## config.mk

```make
export PLATFORM = sky130hd
export DESIGN_NAME = queue_uart_tx
export DESIGN_NICKNAME = d
export VERILOG_FILES = /design/src/rtl/queue_uart_tx.sv
export SDC_FILE = /design/constraint.sdc
export NUM_CORES = 1
export LEC_CHECK = 0
export ABC_AREA = 1
export CORE_ASPECT_RATIO = 1.1
export CORE_UTILIZATION = 50
export DETAILED_ROUTE_END_ITERATION = 8
export HOLD_SLACK_MARGIN = 0.08
export PLACE_DENSITY = 0.76
export SETUP_SLACK_MARGIN = 0.5
export SLEW_MARGIN = 30
export SYNTH_ARGS = -nofsm -noshare
export SYNTH_HDL_FRONTEND = slang
export SYNTH_SLANG_ARGS = --single-unit
```

## constraint.sdc

```tcl
create_clock -name clk -period 1.8 [get_ports clk]
set_input_delay 0.36 -clock clk [delete_from_list [all_inputs] [get_ports clk]]
set_output_delay 0.36 -clock clk [all_outputs]
set_load 0.03 [all_outputs]
```

## src/rtl/queue_uart_tx.sv

```systemverilog
// Serial transmitter draining a first-word fall-through queue.
// Frames: start, LSB-first data, optional even parity, stop.
module queue_uart_tx #(
  parameter int Width    = 8,
  parameter bit ParityEn = 1'b0
) (
  input  logic             clk,
  input  logic             rst,
  input  logic             en,
  input  logic [Width-1:0] q_data,
  input  logic             q_void,
  output logic             q_pull,
  output logic             sout,
  output logic             busy,
  output logic             word_done
);

  localparam int CW = (Width > 1) ? $clog2(Width) : 1;
  localparam logic [CW-1:0] LAST = CW'(Width - 1);

  typedef enum logic [2:0] {
    IDLE   = 3'd0,
    START  = 3'd1,
    DATA   = 3'd2,
    PARITY = 3'd3,
    STOP   = 3'd4
  } state_t;

  state_t           state;
  state_t           state_n;
  logic [Width-1:0] shreg;
  logic [Width-1:0] shreg_n;
  logic [CW-1:0]    cnt;
  logic [CW-1:0]    cnt_n;
  logic             par;
  logic             par_n;
  logic             sout_n;
  logic             done_n;
  logic             take;

  // A word is taken only where a new frame may begin.
  assign take   = en & ~q_void &
                  ((state == IDLE) | (state == STOP));
  assign q_pull = ~rst & take;
  assign busy   = (state != IDLE);

  always_comb begin
    state_n = state;
    shreg_n = shreg;
    cnt_n   = cnt;
    par_n   = par;
    sout_n  = sout;
    done_n  = 1'b0;
    if (en) begin
      unique case (1'b1)
        (state == IDLE): begin
          if (!q_void) begin
            shreg_n = q_data;
            par_n   = ^q_data;
            sout_n  = 1'b0;
            state_n = START;
          end else begin
            sout_n  = 1'b1;
          end
        end
        (state == START): begin
          sout_n  = shreg[0];
          shreg_n = shreg >> 1;
          cnt_n   = '0;
          state_n = DATA;
        end
        (state == DATA): begin
          if (cnt == LAST) begin
            if (ParityEn) begin
              sout_n  = par;
              state_n = PARITY;
            end else begin
              sout_n  = 1'b1;
              state_n = STOP;
            end
          end else begin
            sout_n  = shreg[0];
            shreg_n = shreg >> 1;
            cnt_n   = cnt + CW'(1);
          end
        end
        (state == PARITY): begin
          sout_n  = 1'b1;
          state_n = STOP;
        end
        (state == STOP): begin
          done_n = 1'b1;
          // Reload straight from the stop bit: no idle gap.
          if (!q_void) begin
            shreg_n = q_data;
            par_n   = ^q_data;
            sout_n  = 1'b0;
            state_n = START;
          end else begin
            sout_n  = 1'b1;
            state_n = IDLE;
          end
        end
        default: begin
          sout_n  = 1'b1;
          state_n = IDLE;
        end
      endcase
    end
  end

  always_ff @(posedge clk) begin
    if (rst) begin
      state     <= IDLE;
      shreg     <= '0;
      cnt       <= '0;
      par       <= 1'b0;
      sout      <= 1'b1;
      word_done <= 1'b0;
    end else begin
      state     <= state_n;
      shreg     <= shreg_n;
      cnt       <= cnt_n;
      par       <= par_n;
      sout      <= sout_n;
      word_done <= done_n;
    end
  end

endmodule
```

; ---- After elaboration in Yosys (flattened, before gate mapping)
; Cells that the tools add are included.
[totals]
word_cells = 44
input_bits = 12
register_bits = 16
out_inout_bits = 4
[op_classes]
addsub = 1
n_eq_ne = 9
muxes = 13
bitwise_logic = 7
reduce_logical = 9
[ops]
columns = operator, count
row1 = 8-bit case mux with 3 select lines, 1
row2 = 8-bit two-way mux, 2
row3 = 3-bit case mux with 5 select lines, 1
row4 = 3-bit two-way mux, 3
row5 = 3-bit by 2-bit == test with 1-bit output (second input constant), 2
row6 = 3-bit == test (second input constant), 2
row7 = 2-bit inequality test (second input constant), 3
row8 = 3-bit case mux with 2 select lines, 1
row9 = 3-bit AND reduction, 2
row10 = 3-bit nonzero test, 2
row11 = 1-bit two-way mux, 4
row12 = 4-bit AND reduction, 1
row13 = 2-bit OR reduction, 2
row14 = 3-bit by 1-bit adder with 3-bit output (second input constant), 1
row15 = 1-bit bitwise AND, 3
row16 = 3-bit by 1-bit == test with 1-bit output (second input constant), 1
row17 = 3-bit logical NOT, 1
row18 = 1-bit inverter, 3
row19 = 1-bit case mux with 3 select lines, 1
row20 = 2-bit by 1-bit inequality test with 1-bit output (second input constant), 1
row21 = 2-bit nonzero test, 1
row22 = 1-bit OR, 1

; ---- Longest topological paths before layout
[depth]
ltp_word = 4
mapped_depth = 10

; ---- Least setup slack after synthesis
; Ideal clock, no wire load.
[synth_timing]
path_kind = register -> output
from = reg state[0]
to = out q_pull
arrival_ns = 1.282
stages_incl_launch_ff = 6
required_ns = 1.440
path_slack_ns = 0.158
path_cell_list = dfxtp_1 -> buf_4 -> nor2_4 -> buf_2 -> nand3_1 -> nor2_1
[synth_between]
elab_chain_cells = 4
word_cells_on_any_way = 5
cone_classes = 1 x eq/ne / 3 x bitwise / 1 x reduce/logical
[synth_lines]
columns = element, line_no
row1 = "start, declared", 29  ; state_t state;
row2 = "start signal, assigned", 121  ; state <= state_n;
row3 = 3-bit == test or 3-bit logical NOT (tied branches), 43  ; ((state == IDLE) | (state == STOP));
row4 = 1-bit OR (*), 43
row5 = 1-bit bitwise AND (*), 42  ; assign take = en & ~q_void &
row6 = 1-bit bitwise AND (*), 44  ; assign q_pull = ~rst & take;
row7 = "end, declared", 12  ; output logic q_pull,
; Mark *: on every way between the ends. The rest lies on a longest branch, timed or not.

; ---- Worst setup path in the final report
; Ends and elaborated chain as after synthesis.

==> results_dict.tcl <==
set metrics [dict create \
    cp.arrival_ns 1.19 \
    fin_crit_sh_pct 85.96 \
    dr.pass1.iters 4 \
    hold_viol 0 \
    area_delta_synth_final_pct 52.56 \
    placed_cells 172 \
    start_util_pct 55.40 \
    power_leakage_nw 0.6482 \
    antenna_found_initial 0 \
    die_y_um 46.61 \
    cts_tree "done" \
    p_sw_w 0.0003222 \
    crit_path_top_delay_cell "dfxtp_2" \
    grt_max_degree 16 \
    critPathCaptureType "output port" \
    crit_type "reg -> out" \
    hold_end "cnt[1]$_SDFFE_PP0P_" \
    r2r_setup_slack_ns 0.28 \
    pwr-share-seq_pct 41.1 \
    grt_pass1_wl_um 3415 \
    drive_gt1_share_pct 37.65 \
    clock-sinks 16 \
    required_ns 1.44 \
    fmax_mhz 646.3 \
    io_pins 16 \
    internal_power_w 0.0006495 \
    drt-total-wl_um 2549 \
    synth_top_cell_by_area "dfxtp_1" \
    synth_compound_area_share_pct 6.086 \
    cts.hold.buffers_added 0 \
    min_period_ns 1.547 \
    r2r_cells 11 \
    gp_congestion 0.8153 \
    synthDistinctLibCells 22 \
    worstPathCellList "nor2_4 -> buf_8 -> nand3_4 -> nor2_4 -> buf_6" \
    cp_max_fo 2 \
    finClkSkew_ns 0.002300 \
    fin_tns_setup_ns 0 \
    cpMostUsedCell "nor2_4" \
    synth-edff-count 0 \
    comb_power_share_pct 32.8 \
    fin_cells 187 \
    drv_cap 0 \
    cp-start-kind "register" \
    cts.clk_slew.worst_paths_ns 0.10 \
    setup_viol 0 \
    hold_start "cnt[1]$_SDFFE_PP0P_" \
    drt_iter0_drc 34 \
    grt_usage_pct 23.83 \
    synth_top_area_share_pct 35.41 \
    maxSlewHeadroom_pct 71.64 \
    ir_drop_mv 0.5811 \
    drcViolationCount 0 \
    routedWlPerCell_um 13.63 \
    synth_xor_xnor_area_share_pct 0 \
    numCtsBuffers 3 \
    tightest_slew_ns 0.4249 \
    multi_input_area_um2 610.6 \
    whs_path_depth 2 \
    ys_async_sr_fraction_pct 0 \
    fin_nets 185 \
    rsz0062_at_grt "yes" \
    final_cell_mix "28 x nand2_1, 22 x nor2_1, 14 x inv_1, 11 x nand2_2, 11 x dfxtp_1" \
    status "finished, final reports clean" \
    overflow 0 \
    die-area_um2 1983 \
    synth_top_family_by_area "simple AND/OR/NAND/NOR gates" \
    fillers 108 \
    antennaDiodeCount 0 \
    grt_pass1_vias 769 \
    syn-cell-area_um2 904.6 \
    synth_cells 139 \
    critPathTopFamily "flip-flops" \
    cts_htree_levels 1 \
    worstSetupStartpoint "state[0]$_SDFFE_PP0P_" \
    hold_path_class "reg -> reg" \
    seqCellArea_um2 329.1 \
    numPortBuffers 15 \
    cp.depth 5 \
    slowest_delay_ns 0.35 \
    layout_commonest_cell "nand2_1" \
    clock_power_share_pct 26.1 \
    swShare_pct 33.16 \
    rr_startpoint "state[0]$_SDFFE_PP0P_" \
    clk_latency_ns 0.30 \
    synth-seq-cells 16 \
    avgSynthCellArea_um2 6.508 \
    ys_warn_count 0 \
    viasPerCell 5.219 \
    vias 976 \
    synth_area_leaders "dfxtp_1 35%, nand2_1 16%, nor2_1 10%" \
    syn-num-nets 153 \
    dpl.hpwl_um 1355 \
    ys_seq_area_share_pct 35.41 \
    ys_dominant_reg_cell "dfxtp_1" \
    path_buf_inv 2 \
    synth_mux_area_share_pct 0 \
    ant_nets 0 \
    die_w_um 42.56 \
    yosys.area_share.adder_pct 2.766 \
    cts.path.max_buffers 2 \
    synthSimpleGateAreaFrac_pct 43.85 \
    core_area_um2 1633 \
    powerDensity_nw_per_um2 704.1 \
    r2r-end "shreg[1]$_SDFFE_PP0P_" \
    ctsRootBufferMaster "clkbuf_4" \
    num_rows 15 \
    finalMaxSlewViolations 0 \
]
==> worst register-to-register path, stage by stage, from the launching register on <==
cell	delay, ns
dfxtp_2	0.35
nor2_4	0.13
buf_8	0.11
buf_4	0.10
buf_6	0.09
buf_12	0.10
nand2_4	0.04
nand2_4	0.09
nand3_4	0.15
nand2_2	0.12
nand2_2	0.05
nor2_1	0.11
==> logic make-up (layout without fill, tap and decap cells) <==
group / Yosys count / after routing
adder cells (fa/ha/maj): 2 / 2
AND/OR/NAND/NOR: 86 / 87
buffers and inverters: 24 / 54
AO/OA/AOI/OAI: 11 / 11
flip-flops: 16 / 16
==> power groups by stage <==
stage	combinational [W]	sequential, W	clock, W
4_1_cts	0.000274	0.000396	0.000251
3_3_place_gp	0.000221	0.000404	0
5_1_grt	0.000348	0.000401	0.000260
2_1_floorplan	0.000162	0.000406	0
6_report	0.000319	0.000399	0.000253
3_5_place_dp	0.000227	0.000406	0
==> synthesized netlist by cell type (all sizes together), types with 2 or more instances <==
cell type and n:
a21oi 4, inv 19, dfxtp 16, ha 2
nand4 3, o21ai 7, buf 5, nand2 43
nand3 10, nor2 26
==> area by class of cell <==
class / count / area share [%]
Multi-Input combinational cell: 100 / 44.24
Tap cell: 17 / 1.541
Timing Repair Buffer: 31 / 22.39
Sequential cell: 16 / 23.84
Inverter: 19 / 5.349
Clock buffer: 4 / 2.629
==> repair_timing <==
| action | CTS | global route |
|---|---|---|
| gates cloned | 1 | 0 |
| setup endpoints to repair | 16 | 18 |
| gates resized for setup | 34 | 29 |
| buffers inserted | 9 | 1 |
| pin swaps | 6 | 14 |
==> per-layer routing <==
metal / global-route usage (%) / share of wire, % / routed length [um] / vias to the layer above
li1: - / - / - / 495
met1: 28.50 / 41 / 1049 / 440
met2: 43.38 / 53 / 1351 / 33
met3: 3.529 / 3.8 / 96 / 8
met4: 9.375 / 2.0 / 51 / 0
met5: 0 / 0 / 0 / -
==> registers in the layout, summed over array words and instances, names as in the netlist <==
register / flops
sout: 1
state: 3
word_done: 1
cnt: 3
shreg: 8
==> stage by stage <==
stage               total power (W)  hold slack, ns  utilization [%]  area (um2)  setup slack (ns)
floorplan                 0.0005678          0.4291                -       934.6            0.4160
global placement          0.0006250          0.4591            67.51        1102           0.09364
detailed placement        0.0006324          0.4923            67.51        1102           0.02032
CTS                       0.0009211          0.4978            79.08        1291            0.2626
global route               0.001010          0.5128            84.52        1380            0.2054
finish                    0.0009717          0.5045            84.52        1380            0.2527
==> worst max path at each step <==
stage / to
after global placement: q_pull
after CTS: q_pull
final: q_pull
after detailed placement: shreg[1]$_SDFFE_PP0P_
after floorplan: q_pull
after global routing: q_pull
Note: power is estimated with default switching activity, not from simulation.
